**src/rtl/ntt_bank_scheduler_if.sv**
```systemverilog
// Control/address bus between the NTT control FSM, the bank scheduler and the datapath.
// NTT_BANK_SCHED_INTT_EN adds the inv request bit.
interface ntt_bank_scheduler_if;
    logic       start;
    logic       busy;
    logic       done;
    logic       rd_en;
    logic [6:0] rd_addr0;
    logic [6:0] rd_addr1;
    logic       rd_mode;
    logic [6:0] zeta_idx;
    logic       wr_en;
    logic [6:0] wr_addr0;
    logic [6:0] wr_addr1;
    logic       wr_mode;
`ifdef NTT_BANK_SCHED_INTT_EN
    logic       inv;

    modport master (output start, inv,
                    input  busy, done, rd_en, rd_addr0, rd_addr1, rd_mode, zeta_idx,
                           wr_en, wr_addr0, wr_addr1, wr_mode);
    modport slave  (input  start, inv,
                    output busy, done, rd_en, rd_addr0, rd_addr1, rd_mode, zeta_idx,
                           wr_en, wr_addr0, wr_addr1, wr_mode);
`else
    modport master (output start,
                    input  busy, done, rd_en, rd_addr0, rd_addr1, rd_mode, zeta_idx,
                           wr_en, wr_addr0, wr_addr1, wr_mode);
    modport slave  (input  start,
                    output busy, done, rd_en, rd_addr0, rd_addr1, rd_mode, zeta_idx,
                           wr_en, wr_addr0, wr_addr1, wr_mode);
`endif
endinterface

```
**src/rtl/ntt_bank_scheduler.sv**
```systemverilog
// Butterfly address/twiddle sequencer for a 256-point Kyber NTT over two coefficient banks.
// Define NTT_BANK_SCHED_INTT_EN to add the inverse-order sequence selected by bus.inv.
module ntt_bank_scheduler #(
    parameter int PIPE_LAT = 4
) (
    input  logic                  clk,
    input  logic                  rst_n,
    ntt_bank_scheduler_if.slave   bus
);
    typedef enum logic [1:0] {IDLE, RUN, DRAIN, DONE} state_t;

    state_t     state;
    logic [2:0] layer;
    logic [6:0] k;
    logic [3:0] dcnt;
    logic       inv_q;
    logic       busy_q, done_q, rd_en_q, rd_mode_q;
    logic [6:0] rd_a0_q, rd_a1_q, zeta_q;

    logic [2:0] s;
    logic [6:0] mask, half_len, kh, ja, pa, zeta;
    logic [7:0] j;
    logic       bank_j;

    // j keeps k's low s bits and shifts the rest up one, leaving bit s clear for the partner.
    always_comb begin
        s        = inv_q ? 3'(layer + 3'd1) : 3'(3'd7 - layer);
        mask     = (7'd1 << s) - 7'd1;
        half_len = 7'd1 << (s - 3'd1);
        kh       = k >> s;
        j        = {k & ~mask, 1'b0} | {1'b0, k & mask};
        ja       = j[7:1];
        pa       = ja | half_len;
        bank_j   = ^j;
        zeta     = inv_q ? ((7'h7f >> (s - 3'd1)) - kh) : ((7'd1 << layer) + kh);
    end

    always_ff @(posedge clk or negedge rst_n) begin
        if (!rst_n) begin
            state     <= IDLE;
            layer     <= '0;
            k         <= '0;
            dcnt      <= '0;
            busy_q    <= 1'b0;
            done_q    <= 1'b0;
            rd_en_q   <= 1'b0;
            rd_mode_q <= 1'b0;
            rd_a0_q   <= '0;
            rd_a1_q   <= '0;
            zeta_q    <= '0;
`ifdef NTT_BANK_SCHED_INTT_EN
            inv_q     <= 1'b0;
`endif
        end else begin
            done_q    <= 1'b0;
            rd_en_q   <= 1'b0;
            rd_mode_q <= 1'b0;
            rd_a0_q   <= '0;
            rd_a1_q   <= '0;
            zeta_q    <= '0;
            case (state)
                IDLE: if (bus.start) begin
                    state <= RUN;
                    layer <= '0;
                    k     <= '0;
`ifdef NTT_BANK_SCHED_INTT_EN
                    inv_q <= bus.inv;
`endif
                end
                RUN: begin
                    busy_q    <= 1'b1;
                    rd_en_q   <= 1'b1;
                    rd_mode_q <= bank_j;
                    rd_a0_q   <= bank_j ? pa : ja;
                    rd_a1_q   <= bank_j ? ja : pa;
                    zeta_q    <= zeta;
                    k         <= k + 7'd1;
                    if (k == 7'd127) begin
                        state <= DRAIN;
                        dcnt  <= 4'(PIPE_LAT - 1);
                    end
                end
                // Hold off the next layer until its last write-back leaves the delay line.
                DRAIN: begin
                    if (dcnt == 4'd0) begin
                        if (layer == 3'd6) begin
                            state <= DONE;
                        end else begin
                            layer <= layer + 3'd1;
                            state <= RUN;
                        end
                    end else begin
                        dcnt <= dcnt - 4'd1;
                    end
                end
                DONE: begin
                    done_q <= 1'b1;
                    busy_q <= 1'b0;
                    state  <= IDLE;
                end
                default: state <= IDLE;
            endcase
        end
    end

`ifndef NTT_BANK_SCHED_INTT_EN
    assign inv_q = 1'b0;
`endif

    logic [PIPE_LAT-1:0]       vld_pipe;
    logic [PIPE_LAT-1:0][14:0] dat_pipe;

    always_ff @(posedge clk or negedge rst_n) begin
        if (!rst_n) begin
            vld_pipe <= '0;
            dat_pipe <= '0;
        end else begin
            vld_pipe[0] <= rd_en_q;
            dat_pipe[0] <= {rd_a0_q, rd_a1_q, rd_mode_q};
            for (int i = 1; i < PIPE_LAT; i++) begin
                vld_pipe[i] <= vld_pipe[i-1];
                dat_pipe[i] <= dat_pipe[i-1];
            end
        end
    end

    assign bus.busy     = busy_q;
    assign bus.done     = done_q;
    assign bus.rd_en    = rd_en_q;
    assign bus.rd_addr0 = rd_a0_q;
    assign bus.rd_addr1 = rd_a1_q;
    assign bus.rd_mode  = rd_mode_q;
    assign bus.zeta_idx = zeta_q;
    assign bus.wr_en    = vld_pipe[PIPE_LAT-1];
    assign bus.wr_addr0 = dat_pipe[PIPE_LAT-1][14:8];
    assign bus.wr_addr1 = dat_pipe[PIPE_LAT-1][7:1];
    assign bus.wr_mode  = dat_pipe[PIPE_LAT-1][0];
endmodule

```
**src/flat_wrapper.sv**
```systemverilog
// flat-port wrapper written by rule: the top's interface ports become plain ports
module ntt_bank_scheduler_flat 
#(
    parameter int PIPE_LAT = 4
)
  (clk, rst_n, bus_start, bus_busy, bus_done, bus_rd_en, bus_rd_addr0, bus_rd_addr1, bus_rd_mode, bus_zeta_idx, bus_wr_en, bus_wr_addr0, bus_wr_addr1, bus_wr_mode);
  ntt_bank_scheduler_if bus_i ();
  input  logic clk;
  input  logic rst_n;
  input wire logic [$bits(bus_i.start)-1:0] bus_start;
  output wire logic [$bits(bus_i.busy)-1:0] bus_busy;
  output wire logic [$bits(bus_i.done)-1:0] bus_done;
  output wire logic [$bits(bus_i.rd_en)-1:0] bus_rd_en;
  output wire logic [$bits(bus_i.rd_addr0)-1:0] bus_rd_addr0;
  output wire logic [$bits(bus_i.rd_addr1)-1:0] bus_rd_addr1;
  output wire logic [$bits(bus_i.rd_mode)-1:0] bus_rd_mode;
  output wire logic [$bits(bus_i.zeta_idx)-1:0] bus_zeta_idx;
  output wire logic [$bits(bus_i.wr_en)-1:0] bus_wr_en;
  output wire logic [$bits(bus_i.wr_addr0)-1:0] bus_wr_addr0;
  output wire logic [$bits(bus_i.wr_addr1)-1:0] bus_wr_addr1;
  output wire logic [$bits(bus_i.wr_mode)-1:0] bus_wr_mode;
  assign bus_i.start = bus_start;
  assign bus_busy = bus_i.busy;
  assign bus_done = bus_i.done;
  assign bus_rd_en = bus_i.rd_en;
  assign bus_rd_addr0 = bus_i.rd_addr0;
  assign bus_rd_addr1 = bus_i.rd_addr1;
  assign bus_rd_mode = bus_i.rd_mode;
  assign bus_zeta_idx = bus_i.zeta_idx;
  assign bus_wr_en = bus_i.wr_en;
  assign bus_wr_addr0 = bus_i.wr_addr0;
  assign bus_wr_addr1 = bus_i.wr_addr1;
  assign bus_wr_mode = bus_i.wr_mode;
  ntt_bank_scheduler #(.PIPE_LAT(PIPE_LAT)) u_core (.clk(clk), .rst_n(rst_n), .bus(bus_i));
endmodule
```
**config.mk**
```make
export PLATFORM = sky130hd
export DESIGN_NAME = ntt_bank_scheduler_flat
export DESIGN_NICKNAME = d
export VERILOG_FILES = /design/src/rtl/ntt_bank_scheduler_if.sv /design/src/rtl/ntt_bank_scheduler.sv /design/src/flat_wrapper.sv
export SDC_FILE = /design/constraint.sdc
export NUM_CORES = 1
export LEC_CHECK = 0
export BUFFER_PORTS_ARGS = -buffer_cell sky130_fd_sc_hd__buf_2
export CELL_PAD_IN_SITES_DETAIL_PLACEMENT = 0
export CELL_PAD_IN_SITES_GLOBAL_PLACEMENT = 1
export CORE_ASPECT_RATIO = 1.5
export CORE_MARGIN = 2
export CORE_UTILIZATION = 40
export DETAILED_ROUTE_END_ITERATION = 8
export PLACE_DENSITY = 0.8
export SLEW_MARGIN = 40
export SYNTH_ARGS = -nofsm -noshare
export SYNTH_HDL_FRONTEND = slang
export SYNTH_SLANG_ARGS = --single-unit
```
**constraint.sdc**
```tcl
create_clock -name clk -period 4.36 [get_ports clk]
set_input_delay 0.218 -clock clk [delete_from_list [all_inputs] [get_ports clk]]
set_output_delay 0.218 -clock clk [all_outputs]
set_load 0.03 [all_outputs]
```
# Word-level counts from Yosys, hierarchy flattened
# Cells that the tools add are included.
word_totals:
  reg_bits: 105
  inputBits: 3
  wordCells: 76
op_classes:
  add_sub_neg: 7
  n_eq_ne: 10
  shift: 4
  n_mux: 23
  n_bitwise: 5
  n_reduce_logical: 11
ops:
  columns: ["op", "n"]
  rows:
  - ["$mux 7", 6]
  - ["$shl 1x3->7 const A", 3]
  - ["$and 7x7->7", 2]
  - ["$pmux 7 s2", 1]
  - ["$mux 3", 3]
  - ["$mux 2", 4]
  - ["$mux 4", 2]
  - ["$or 8x7->8", 1]
  - ["$pmux 2 s4", 1]
  - ["$pmux 4 s2", 1]
  - ["$reduce_bool 2->1", 4]
  - ["$reduce_xor 8->1", 1]
  - ["$add 7x1->7 const B", 1]
  - ["$add 7x7->7", 1]
  - ["$eq 7x7->1 const B", 1]
  - ["$not 7->7", 1]
  - ["$or 7x7->7", 1]
  - ["$shr 7x3->7", 1]
  - ["$sub 7x1->7 const B", 1]
  - ["$ne 2x2->1 const B", 3]
  - ["$pmux 3 s2", 1]
  - ["$reduce_and 3->1", 2]
  - ["$eq 2x2->1 const B", 2]
  - ["$logic_not 4->1", 1]
  - ["other kinds (12)", 15]

# Longest topological paths before layout
# Gate-level depths: netlist of run 1.
depth:
  depth_word: 9
  depth_mapped: 16

# Worst setup path before layout of run 1
# No wires, ideal clock.
synth_path:
  path_kind: "register to register"
  start: "register u_core.layer[0]"
  end: "register u_core.rd_a1_q[0] (netlist: u_core.bus.rd_addr1[0])"
  t_arrival_ns: 3.031
  required_ns: 4.229
  slack_ns: 1.198
  path_stages_with_launch: 14
  path_buffers: 2
  cell_sequence: "dfrtp_1 > clkbuf_1 > clkinv_1 > ha_1 > buf_4 > nand2_1 > ha_1 > or3b_1 > a22oi_2 > nand2_1 > mux2i_1 > xnor2_2 > xor2_2 > o21ai_1"
synth_between:
  elab_chain_len: 9
  elab_cells_between_ends: 13
  classes_between: "add/sub: 3; shift: 2; mux: 2; bitwise: 5; reduce/logical: 1"
synth_rtl:
  columns: ["item", "line", "rtl"]
  rows:
  - ["from (decl)", "ntt_bank_scheduler.sv:13", "logic [2:0] layer;"]
  - ["from (signal assigned)", "ntt_bank_scheduler.sv:89", "layer <= layer + 3'd1;"]
  - ["$sub 3x3->3 *", "ntt_bank_scheduler.sv:27", "s = inv_q ? 3'(layer + 3'd1) : 3'(3'd7 - layer);"]
  - ["$shl 1x3->7", "ntt_bank_scheduler.sv:28", "mask = (7'd1 << s) - 7'd1;"]
  - ["$sub 7x1->7", "ntt_bank_scheduler.sv:28", null]
  - ["$not 7->7", "ntt_bank_scheduler.sv:31", "j = {k & ~mask, 1'b0} | {1'b0, k & mask};"]
  - ["$and 7x7->7", "ntt_bank_scheduler.sv:31", null]
  - ["$or 8x7->8", "ntt_bank_scheduler.sv:31", null]
  - ["$reduce_xor 8->1 or $or 7x7->7 (tied branches)", "ntt_bank_scheduler.sv:34, ntt_bank_scheduler.sv:33", null]
  - ["$mux 7 *", "ntt_bank_scheduler.sv:75", "rd_a1_q <= bank_j ? ja : pa;"]
  - ["$mux 7 *", "ntt_bank_scheduler.sv:61", "case (state)"]
  - ["to (signal assigned)", "ntt_bank_scheduler.sv:75", null]
  - ["to (decl)", "ntt_bank_scheduler.sv:18", "logic [6:0] rd_a0_q, rd_a1_q, zeta_q;"]
# Mark *: on every way between the ends. The rest lies on a longest branch, timed or not.
# A chain may end at the register's enable or synchronous reset.

# Worst setup path after layout of run 1
layout_path:
  start: "register u_core.layer[0]"
  end: "register u_core.rd_a1_q[3] (netlist: u_core.bus.rd_addr1[3])"
# Same word-level chain as after synthesis.

==> results of run 1 <==
[Yosys cell counts, types with 2 or more instances]
| cell | count | area share (%) |
|---|---|---|
| a211oi_1 | 2 | 0.34 |
| a21boi_0 | 2 | 0.34 |
| a21o_1 | 5 | 0.86 |
| a21oi_1 | 8 | 0.91 |
| a22o_1 | 8 | 1.6 |
| and2_1 | 11 | 1.6 |
| and3_1 | 2 | 0.29 |
| buf_2 | 3 | 0.34 |
| buf_4 | 16 | 2.7 |
| clkbuf_1 | 9 | 0.77 |
| dfrtp_1 | 105 | 60 |
| ha_1 | 21 | 6.0 |
| inv_1 | 16 | 1.4 |
| mux2_2 | 2 | 0.51 |
| mux2i_1 | 4 | 0.91 |
| nand2_1 | 36 | 3.1 |
| nand2b_1 | 3 | 0.43 |
| nand3_1 | 13 | 1.5 |
| nor2_1 | 16 | 1.4 |
| nor2b_1 | 7 | 1.0 |
| nor3b_1 | 3 | 0.51 |
| o21a_1 | 3 | 0.51 |
| o21ai_0 | 27 | 3.1 |
| o21ai_1 | 8 | 0.91 |
| o22ai_1 | 2 | 0.29 |
| or4_1 | 2 | 0.34 |
| xnor2_1 | 5 | 1.0 |
| xnor2_2 | 4 | 1.5 |
| xor2_1 | 4 | 0.80 |
[path summary, 6_finish.rpt]
path / from / end / slack [ps]
max: u_core.layer[0]$_DFFE_PN0P_ / u_core.bus.rd_addr1[3]$_DFF_PN0_ / 890
min in group asynchronous: rst_n / u_core.dcnt[3]$_DFFE_PN0P_ / 420
max in group asynchronous: rst_n / u_core.dat_pipe[33]$_DFF_PN0_ / 3030
min reg2reg: u_core.dat_pipe[37]$_DFF_PN0_ / u_core.bus.wr_addr1[6]$_DFF_PN0_ / 350
min: u_core.dat_pipe[37]$_DFF_PN0_ / u_core.bus.wr_addr1[6]$_DFF_PN0_ / 350
max reg2reg: u_core.layer[0]$_DFFE_PN0P_ / u_core.bus.rd_addr1[3]$_DFF_PN0_ / 890
[per-stage QoR]
| stage | utilization (%) | hold slack, ps | total power [uW] | instance area (um2) |
|---|---|---|---|---|
| 4_1_cts | 46.5 | 350 | 1880 | 4950 |
| 6_report | 46.6 | 346 | 1860 | 4960 |
| 3_3_place_gp | 43.4 | 331 | 1010 | 4620 |
| 5_1_grt | 46.6 | 354 | 1920 | 4960 |
| 2_1_floorplan | - | -77.6 | 993 | 4380 |
| 3_5_place_dp | 43.4 | 335 | 1010 | 4620 |
[registers in the layout, summed over array words and instances (netlist names), 2 cells and up]
name,count
u_core.bus.zeta_idx,7
u_core.vld_pipe,4
u_core.dcnt,4
u_core.state,2
u_core.bus.rd_addr0,7
u_core.bus.wr_addr1,7
u_core.dat_pipe,45
u_core.k,7
u_core.bus.wr_addr0,7
u_core.layer,3
u_core.bus.rd_addr1,7
[layout by cell type (no fill, tap or decap), types with 2 or more instances in the layout]
cell type,n
o21ai_0,27
nand3_1,13
inv_1,16
and3_1,2
inv_6,2
nand2_1,36
dfrtp_1,105
a21oi_1,8
a22o_1,8
nor3b_1,3
mux2i_1,4
nor2b_1,7
buf_2,42
or4_1,2
a21boi_0,2
mux2_2,2
o22ai_1,2
o21ai_1,8
xor2_1,4
clkbuf_16,9
nor2_1,16
o21a_1,3
ha_1,20
a21o_1,5
xnor2_1,5
xnor2_2,4
a211oi_1,2
and2_1,11
nand2b_1,3
bufinv_16,2
[layout make-up]
type | count | area [um2]
Timing Repair Buffer | 45 | 239
Fill cell | 989 | 5690
Clock inverter | 6 | 96.3
Clock buffer | 9 | 225
Tap cell | 144 | 180
Sequential cell | 105 | 2630
Inverter | 17 | 63.8
Multi-Input combinational cell | 220 | 1530
[layer usage]
metal | up-vias | wire (um) | GRT usage, %
li1 | 1293 | - | -
met1 | 1328 | 3040 | 15.9
met2 | 74 | 4030 | 24.3
met3 | 30 | 315 | 3.32
met4 | 0 | 450 | 10.1
met5 | - | 0 | 0
[kinds of logic after synthesis]
family | count (synthesis)
AOI/OAI and AO/OA | 77
xor gates and xnor gates | 14
and+or+nand+nor | 101
DFF | 105
muxes | 6
buffers and inverters | 45
adders and majority gates | 22
[power breakdown]
part / total, uW / internal (uW) / switching, uW
sequential: 973 / 973 / 0
clock: 862 / 508 / 354
combinational: 20.3 / 2.48 / 17.8
[what timing repair did]
action | in CTS | in global routing
hold endpoints to repair | 61 | 0
hold buffers | 1 | 0
setup endpoints to repair | 0 | 0
[worst max-delay path, delay by kind of cell (launching register included)]
kind,cells,cell delay (ps)
compound gates,2,290
xor+xnor,2,540
fa+ha+maj,2,720
buf+inv,1,330
flops,1,570
mux,1,220
simple gates,3,680
==> out/summary.txt, run 1 <==
SYNTHESIS
------------------------------------------------------------------------------------------
Post-synthesis sequential area ratio                                                 59.9%
Post-synthesis share of cell area spent on and, or, nand and nor gates               11.5%
Syn_nets                                                                               395
Synth Area in Compound Gates                                                         11.7%
Dominant synthesized flop cell                                                     dfrtp_1
Post-synthesis average cell area                                                  11.8 um2
Synth unique cells                                                                      52
Flip-flop and latch count after synthesis                                              105
Ys async rst share                                                                    100%
XOR/XNOR share of the synthesized area                                               3.65%
Yosys warnings                                                                           0
Number of synthesized flops with an enable pin                                           0
Post-Syn Area                                                                     4380 um2
Adder and majority cell fraction of the synthesized area                             6.45%
Largest family of logic cells by synthesized area                             compound AO/OA/AOI/OAI gates
Instance count of the mapped netlist                                                   370
Portion of netlist area occupied by mux cells                                        1.43%

PLACED DESIGN
------------------------------------------------------------------------------------------
Cell count after placement                                                             530
Total of buffers placed on input and output ports                                       43
HPWL after detailed placement                                                      5710 um
Pre-CTS WS                                                                          898 ps
Placer's final routability congestion estimate                                       0.810

FINAL LAYOUT
------------------------------------------------------------------------------------------
Layout Nets                                                                            423
Fraction of layout cells with a size suffix above 1                                  17.9%
Final cell count without fillers                                                       546
Count of antenna diodes in the layout                                                    0
Area growth, synth to finish                                                         13.1%

CLOCK TREE
------------------------------------------------------------------------------------------
Count of instances resized after the clock tree is built                                 0
Clock edge transition at the registers on the reported setup and hold paths          70 ps
TritonCTS clock tree                                                                   yes
Clock insertion delay at the later pin of the skew report                           340 ps
Num Clock Sinks                                                                        105
Deepest clock path buffer count                                                          2
TritonCTS Buffers                                                                        9
CTS H-tree depth                                                                         3
Count of buffers added by post-CTS timing repair for setup                               0
Clock root buffer                                                                clkbuf_16

CRITICAL PATH
------------------------------------------------------------------------------------------
WP data arrival                                                                    3690 ps
Worst-path cell chain                                                         clkinv_1, ha_1, nand2_1, ha_1, or3b_1, a22oi_2, nand2_1, mux2i_1, xnor2_2, xor2_2, o21ai_1
Worst path slowest cell                                                            dfrtp_1
Cell depth of the worst flop-to-flop path                                               11
Crit Path Class                                                               register to register
Nature of the critical path endpoint                                              register
Category of the worst setup path launch point                                     register
Slowest stage delay, CP                                                             570 ps
Worst endpoint required time                                                       4580 ps
Largest fanout on the critical path                                                     13

FLOORPLANNING
------------------------------------------------------------------------------------------
Boundary pin count                                                                      44
Die area                                                                        11,800 um2
Die Span Y                                                                          132 um
Rows                                                                                    46
Die span in x                                                                      89.5 um
Core Footprint                                                                  10,600 um2
Initial Utilization                                                                  41.2%

TIMING
------------------------------------------------------------------------------------------
Fin. Hold Viols                                                                          0
Worst slew slack as a fraction of its limit                                          52.8%
Setup repair after global routing missed its margin                                     no
Final period demand of the worst path                                              3470 ps
Final worst path period share                                                        79.6%
Worst-case setup margin in the final layout                                         888 ps
Top achievable clock speed                                                       0.288 GHz
Setup TNS after final layout                                                          0 ps
Final setup fails                                                                        0
Final count of pins violating max slew                                                   0
Worst Clk Skew                                                                     7.30 ps
Transition time at the pin with the least slew margin                               709 ps

ROUTING
------------------------------------------------------------------------------------------
Vias post-DR                                                                         2,725
DRC errors left                                                                          0
Routed wire length                                                                 7850 um
1st-iter DRT viols                                                                      75
Drt via density                                                                       4.99
Per-cell routed wire length                                                        14.4 um
Final ANT Viol Nets                                                                      0
First-pass DRT Iterations                                                                4

POWER AND IR DROP
------------------------------------------------------------------------------------------
Max rail drop VDD                                                                 0.213 mV
Power density of the placed cells                                               374 nW/um2
Total leakage power                                                             0.00229 uW

OUTCOME
------------------------------------------------------------------------------------------
Run status                                                                    complete, no violations

GRT
------------------------------------------------------------------------------------------
Number of antenna violations at the first check in global routing                        0
Via count of the first global-routing pass                                           2,787
Total global routing overflow                                                            0
Pin count of the biggest net entering global routing                                    66
Global-route wire length before repair                                           13,000 um
GRT Util Overall                                                                     14.6%

FLOW RUN
------------------------------------------------------------------------------------------
Maximum capacitance violations                                                           0

MIN PATH
------------------------------------------------------------------------------------------
Hold Crit Class                                                               register to register
Depth of the worst hold-timing path                                                      0

Power figures use the tool's default switching activity.
==> inputs of run 2 (changes only) <==
clock period = 3.3 ns   (was 4.36 ns; I/O delays follow)
==> run 2 against run 1 <==
  * Routed wire length up 3.6%
  * Worst hold slack got worse by 23 ps
  * Die area did not move
  * First-iteration DRC count increased by 61%
  * Non-clock buffer count rose by 9
  * Sequential share of layout area shrank 0.62 points
  * Via count is 1.4% higher
  * Critical path depth is the same
  * Largest power group unchanged
  * Highest routed layer unchanged
==> out/summary.txt, run 2 (synthesized netlist as in run 1, its figures left out) <==
FINAL LAYOUT
------------------------------------------------------------------------------------------
Fraction of layout cells with a size suffix above 1                                  19.9%
Biggest register                                                              u_core.dat_pipe
Most common cell after layout, fill and taps aside                                 dfrtp_1
Area growth, synth to finish                                                         14.6%
Top library cells by usage in the layout, fill and taps aside                 dfrtp_1, buf_2, nand2_1, o21ai_0, ha_1
Max reg flops                                                                           45
Layout Nets                                                                            432
Util after Layout                                                                    47.2%
Count of antenna diodes in the layout                                                    0

POWER AND IR DROP
------------------------------------------------------------------------------------------
Switch share                                                                         21.4%
Relative contribution of combinational cells to total power                           1.1%
Max rail drop VDD                                                                 0.257 mV
Proportion of power drawn by flip-flops and latches                                  53.2%
Net switching power figure                                                          516 uW
Power density of the placed cells                                               481 nW/um2
Proportion of power drawn by the clock network                                       45.6%
Design internal power                                                              1900 uW
Total leakage power                                                             0.00233 uW

CLOCK TREE
------------------------------------------------------------------------------------------
CTS H-tree depth                                                                         3
Num Clock Sinks                                                                        105
Deepest clock path buffer count                                                          2
TritonCTS Buffers                                                                        9
Clock insertion delay at the later pin of the skew report                           350 ps
TritonCTS clock tree                                                                   yes
Clock edge transition at the registers on the reported setup and hold paths          70 ps
Clock root buffer                                                                clkbuf_16

TIMING
------------------------------------------------------------------------------------------
Worst Clk Skew                                                                     8.50 ps
Setup TNS after final layout                                                          0 ps
Setup repair after global routing missed its margin                                     no
Final setup fails                                                                        0
Final count of pins violating max slew                                                   0
Worst slew slack as a fraction of its limit                                          54.5%
Final worst path period share                                                        92.7%
Transition time at the pin with the least slew margin                               682 ps
Final period demand of the worst path                                              3060 ps
Fin. Hold Viols                                                                          0
Top achievable clock speed                                                       0.327 GHz

CRITICAL PATH
------------------------------------------------------------------------------------------
Critical path capture point                                                   u_core.bus.rd_addr1[1]$_DFF_PN0_
Worst-path cell chain                                                         ha_1, ha_1, inv_1, ha_1, or3b_1, a22oi_2, nand2_1, mux2i_1, xnor2_2, xor2_2, o21ai_1
Largest fanout on the critical path                                                     13
Worst path slowest cell                                                            dfrtp_2
Worst endpoint required time                                                       3520 ps
Setup crit start                                                              u_core.layer[0]$_DFFE_PN0P_
Reg-to-reg startpoint                                                         u_core.layer[0]$_DFFE_PN0P_
Nature of the critical path endpoint                                              register
Internal reg-to-reg setup slack                                                     240 ps
Crit-path most repeated cell                                                          ha_1
Slowest stage delay, CP                                                             500 ps
WP data arrival                                                                    3280 ps
Cell depth of the worst flop-to-flop path                                               11
Crit Path Class                                                               register to register
Category of the worst setup path launch point                                     register
Destination of the worst register-to-register timing path                     u_core.bus.rd_addr1[1]$_DFF_PN0_

FLOORPLANNING
------------------------------------------------------------------------------------------
Rows                                                                                    46
Die span in x                                                                      89.5 um
Initial Utilization                                                                  41.2%
Boundary pin count                                                                      44
Die area                                                                        11,800 um2
Die Span Y                                                                          132 um
Core Footprint                                                                  10,600 um2

ROUTING
------------------------------------------------------------------------------------------
Drt via density                                                                       4.97
First-pass DRT Iterations                                                                4
Final ANT Viol Nets                                                                      0
DRC errors left                                                                          0
Routed wire length                                                                 8130 um
1st-iter DRT viols                                                                     121
Per-cell routed wire length                                                        14.6 um
Vias post-DR                                                                         2,764

PLACED DESIGN
------------------------------------------------------------------------------------------
Total of buffers placed on input and output ports                                       43
Placer's final routability congestion estimate                                       0.885
HPWL after detailed placement                                                      5860 um

OUTCOME
------------------------------------------------------------------------------------------
Run status                                                                    complete, no violations

GRT
------------------------------------------------------------------------------------------
Number of antenna violations at the first check in global routing                        0
Pin count of the biggest net entering global routing                                    90
Via count of the first global-routing pass                                           2,760
Total global routing overflow                                                            0
GRT Util Overall                                                                     15.2%
Global-route wire length before repair                                           13,600 um

FLOW RUN
------------------------------------------------------------------------------------------
Maximum capacitance violations                                                           0

MIN PATH
------------------------------------------------------------------------------------------
Hold Crit Class                                                               input port to register

[run 2: cell types whose count changed in the layout (fill, tap and decap cells not counted), sizes merged]
cell	change
clkinv	+2
clkbuf	+2
bufinv	-1
buf	+8
clkinvlp	-1
[run 2: per-layer routing]
| layer | vias up | global-route usage [%] | wire length, um |
|---|---|---|---|
| li1 | 1314 | - | - |
| met1 | 1342 | 17.6 | 3210 |
| met2 | 80 | 24.4 | 4180 |
| met3 | 28 | 3.94 | 362 |
| met4 | 0 | 9.62 | 374 |
| met5 | - | 0 | 0 |
[run 2: final cells by class]
| type | count | area [um2] |
|---|---|---|
| Clock buffer | 10 | 229 |
| Multi-Input combinational cell | 220 | 1520 |
| Clock inverter | 6 | 86.3 |
| Timing Repair Buffer | 54 | 309 |
| Fill cell | 1008 | 5630 |
| Sequential cell | 105 | 2630 |
| Inverter | 17 | 63.8 |
| Tap cell | 144 | 180 |
[run 2: worst max-delay path: cells and delay by family (launching register included)]
kind	cells	cell delay, ps
DFF	1	500
muxes	1	210
and+or+nand+nor	2	460
xor gates and xnor gates	2	540
AOI/OAI and AO/OA	2	300
adders and majority gates	3	820
buffers and inverters	1	80
[run 2: repair_timing]
action | in CTS | in global routing
setup endpoints to repair | 0 | 15
hold endpoints to repair | 88 | 0
resized for setup | 0 | 3
buffers inserted | 0 | 0
hold buffers | 1 | 0
[run 2: per-stage QoR]
stage | std cells | total power [uW] | cell area (um2) | worst slack, ps | hold slack [ps]
2_1_floorplan | 370 | 1310 | 4380 | 138 | -131
3_3_place_gp | 539 | 1340 | 4690 | 188 | 332
3_5_place_dp | 539 | 1340 | 4690 | 75.7 | 267
4_1_cts | 556 | 2450 | 5020 | 53.1 | 315
5_1_grt | 556 | 2510 | 5020 | 28.7 | 352
6_report | 556 | 2410 | 5020 | 241 | 323
[run 2: power by group through the flow]
stage	Combinational (uW)	Clock [uW]	Sequential, uW
2_1_floorplan	0.179	0	1310
3_3_place_gp	27.0	0	1310
3_5_place_dp	28.2	0	1310
4_1_cts	29.2	1140	1290
5_1_grt	34.0	1190	1290
6_report	27.4	1100	1290
[run 2: how the worst min path moves through the flow]
stage	from	endpoint	slack, ps	cells past startpoint
2_1_floorplan	rst_n	u_core.bus.busy$_DFFE_PN0P_	-130	0
3_5_place_dp	rst_n	u_core.dcnt[0]$_DFFE_PN0P_	270	1
5_1_grt	u_core.dat_pipe[22]$_DFF_PN0_	u_core.dat_pipe[37]$_DFF_PN0_	350	0
3_3_place_gp	u_core.dat_pipe[17]$_DFF_PN0_	u_core.dat_pipe[32]$_DFF_PN0_	330	0
4_1_cts	bus_start	u_core.k[2]$_DFFE_PN0P_	310	5
6_report	bus_start	u_core.k[2]$_DFFE_PN0P_	320	5
==> inputs of run 3 (changes only) <==
CELL_PAD_IN_SITES_DETAIL_PLACEMENT = default   (was 0)
CELL_PAD_IN_SITES_GLOBAL_PLACEMENT = default   (was 1)
PLACE_DENSITY = 0.69   (was 0.8)
==> run 3 against run 2 <==
  * Combinational power hardly changed
  * Clock-buffer cell count stayed put
  * Global-route usage is 0.57 points lower
  * Highest routed layer unchanged
  * Sequential power hardly changed
  * Clock skew is 1.4 ps lower
  * Non-clock buffer count stayed put
==> out/summary.txt, run 3 (synthesized netlist as in run 1, its figures left out) <==
ROUTING
------------------------------------------------------------------------------------------
First-pass DRT Iterations                                                                4
Final ANT Viol Nets                                                                      0
1st-iter DRT viols                                                                     104
DRC errors left                                                                          0
Routed wire length                                                                 7960 um
Vias post-DR                                                                         2,725
Per-cell routed wire length                                                        14.3 um
Drt via density                                                                       4.90

POWER AND IR DROP
------------------------------------------------------------------------------------------
Relative contribution of combinational cells to total power                           1.2%
Proportion of power drawn by flip-flops and latches                                  55.7%
Total leakage power                                                             0.00231 uW
Design internal power                                                              1810 uW
Switch share                                                                         21.4%
Proportion of power drawn by the clock network                                       43.1%
Power density of the placed cells                                               463 nW/um2
Net switching power figure                                                          495 uW
Max rail drop VDD                                                                 0.265 mV

GRT
------------------------------------------------------------------------------------------
GRT Util Overall                                                                     14.6%
Global-route wire length before repair                                           13,200 um
Number of antenna violations at the first check in global routing                        0
Pin count of the biggest net entering global routing                                    62
Via count of the first global-routing pass                                           2,802
Total global routing overflow                                                            0

TIMING
------------------------------------------------------------------------------------------
Final worst path period share                                                        96.2%
Worst slew slack as a fraction of its limit                                          52.1%
Transition time at the pin with the least slew margin                               718 ps
Final count of pins violating max slew                                                   0
Setup TNS after final layout                                                          0 ps
Hold WS                                                                             328 ps
Top achievable clock speed                                                       0.315 GHz
Final period demand of the worst path                                              3170 ps
Final setup fails                                                                        0
Setup repair after global routing missed its margin                                     no
Worst Clk Skew                                                                     7.13 ps
Fin. Hold Viols                                                                          0

CRITICAL PATH
------------------------------------------------------------------------------------------
Nature of the critical path endpoint                                              register
Worst path slowest cell                                                            dfrtp_2
Worst endpoint required time                                                       3500 ps
Largest fanout on the critical path                                                     13
Slowest stage delay, CP                                                             490 ps
WP data arrival                                                                    3370 ps
Crit-path most repeated cell                                                       o21ai_0
Crit Path Class                                                               register to register
Worst-path cell chain                                                         clkinv_1, buf_4, ha_1, o21ai_0, nand2_1, xor2_1, o22ai_1, a211o_1, xnor2_2, o21ai_0
Category of the worst setup path launch point                                     register

FINAL LAYOUT
------------------------------------------------------------------------------------------
Fill count                                                                             987
Top library cells by usage in the layout, fill and taps aside                 dfrtp_1, buf_2, nand2_1, o21ai_0, ha_1
Count of antenna diodes in the layout                                                    0
Max reg flops                                                                           45
Fraction of layout cells with a size suffix above 1                                  19.7%
Util after Layout                                                                    46.7%
Area growth, synth to finish                                                         13.6%
Most common cell after layout, fill and taps aside                                 dfrtp_1
Layout Nets                                                                            432
Biggest register                                                              u_core.dat_pipe

FLOORPLANNING
------------------------------------------------------------------------------------------
Initial Utilization                                                                  41.2%
Die area                                                                        11,800 um2
Rows                                                                                    46
Core Footprint                                                                  10,600 um2
Boundary pin count                                                                      44
Die span in x                                                                      89.5 um
Die Span Y                                                                          132 um

CLOCK TREE
------------------------------------------------------------------------------------------
Clock root buffer                                                                clkbuf_16
Clock edge transition at the registers on the reported setup and hold paths          70 ps
CTS H-tree depth                                                                         3
Clock insertion delay at the later pin of the skew report                           350 ps
Num Clock Sinks                                                                        105
Deepest clock path buffer count                                                          2
TritonCTS clock tree                                                                   yes
TritonCTS Buffers                                                                        9

OUTCOME
------------------------------------------------------------------------------------------
Run status                                                                    complete, no violations

MIN PATH
------------------------------------------------------------------------------------------
Hold Crit Class                                                               input port to register

FLOW RUN
------------------------------------------------------------------------------------------
Maximum capacitance violations                                                           0

PLACED DESIGN
------------------------------------------------------------------------------------------
HPWL after detailed placement                                                      5840 um
Placer's final routability congestion estimate                                       0.874
Total of buffers placed on input and output ports                                       43

run 3: path summary, 6_finish.rpt:
check	from	to	slack, ps	cells after the start
setup / recovery	u_core.layer[0]$_DFFE_PN0P_	u_core.bus.rd_addr0[2]$_DFF_PN0_	130	10
hold reg to reg	u_core.dat_pipe[6]$_DFF_PN0_	u_core.dat_pipe[21]$_DFF_PN0_	350	0
setup reg to reg	u_core.layer[0]$_DFFE_PN0P_	u_core.bus.rd_addr0[2]$_DFF_PN0_	130	10
max in group asynchronous	rst_n	u_core.layer[0]$_DFFE_PN0P_	2110	3
min in group asynchronous	rst_n	u_core.dcnt[3]$_DFFE_PN0P_	400	2
hold / removal	bus_start	u_core.k[2]$_DFFE_PN0P_	330	5
run 3: final cells by class:
type	instances	area [um2]	share of cell area [%]
Inverter	17	63.8	1.28
Timing Repair Buffer	54	303	6.08
Tap cell	144	180	3.62
Clock buffer	10	229	4.60
Clock inverter	6	50.0	1.01
Sequential cell	105	2630	52.8
Multi-Input combinational cell	220	1520	30.6
run 3: layer usage:
layer,up-vias,wire length [um],GRT usage [%]
li1,1303,-,-
met1,1322,3150,16.4
met2,73,4180,24.7
met3,27,341,3.63
met4,0,296,7.96
met5,-,0,0
run 3: power groups by stage:
| stage | clock network, uW | registers, uW | logic, uW |
|---|---|---|---|
| after floorplan | 0 | 1310 | 0.179 |
| after detailed placement | 0 | 1310 | 28.8 |
| after global placement | 0 | 1310 | 27.5 |
| final | 994 | 1290 | 27.2 |
| after global routing | 1080 | 1290 | 33.8 |
| after CTS | 1020 | 1290 | 29.6 |
run 3: worst max-delay path, delay by kind of cell (launching register included):
family,cells,cell delay (ps)
DFF,1,490
xor gates and xnor gates,2,600
and+or+nand+nor,1,130
adders and majority gates,1,330
AOI/OAI and AO/OA,4,1180
buffers and inverters,2,300
run 3: through the flow:
stage	setup slack (ps)	total power [uW]	std cells	area [um2]
2_1_floorplan	138	1310	370	4380
3_3_place_gp	328	1340	539	4690
3_5_place_dp	149	1340	539	4690
4_1_cts	121	2340	556	4980
5_1_grt	16.9	2400	556	4980
6_report	126	2310	556	4980
run 3: repair_timing:
action                     CTS  global route
hold endpoints to repair    59             0
gates resized for setup      0             2
setup buffers                0             0
setup endpoints to repair    0            15
hold buffers                 1             0
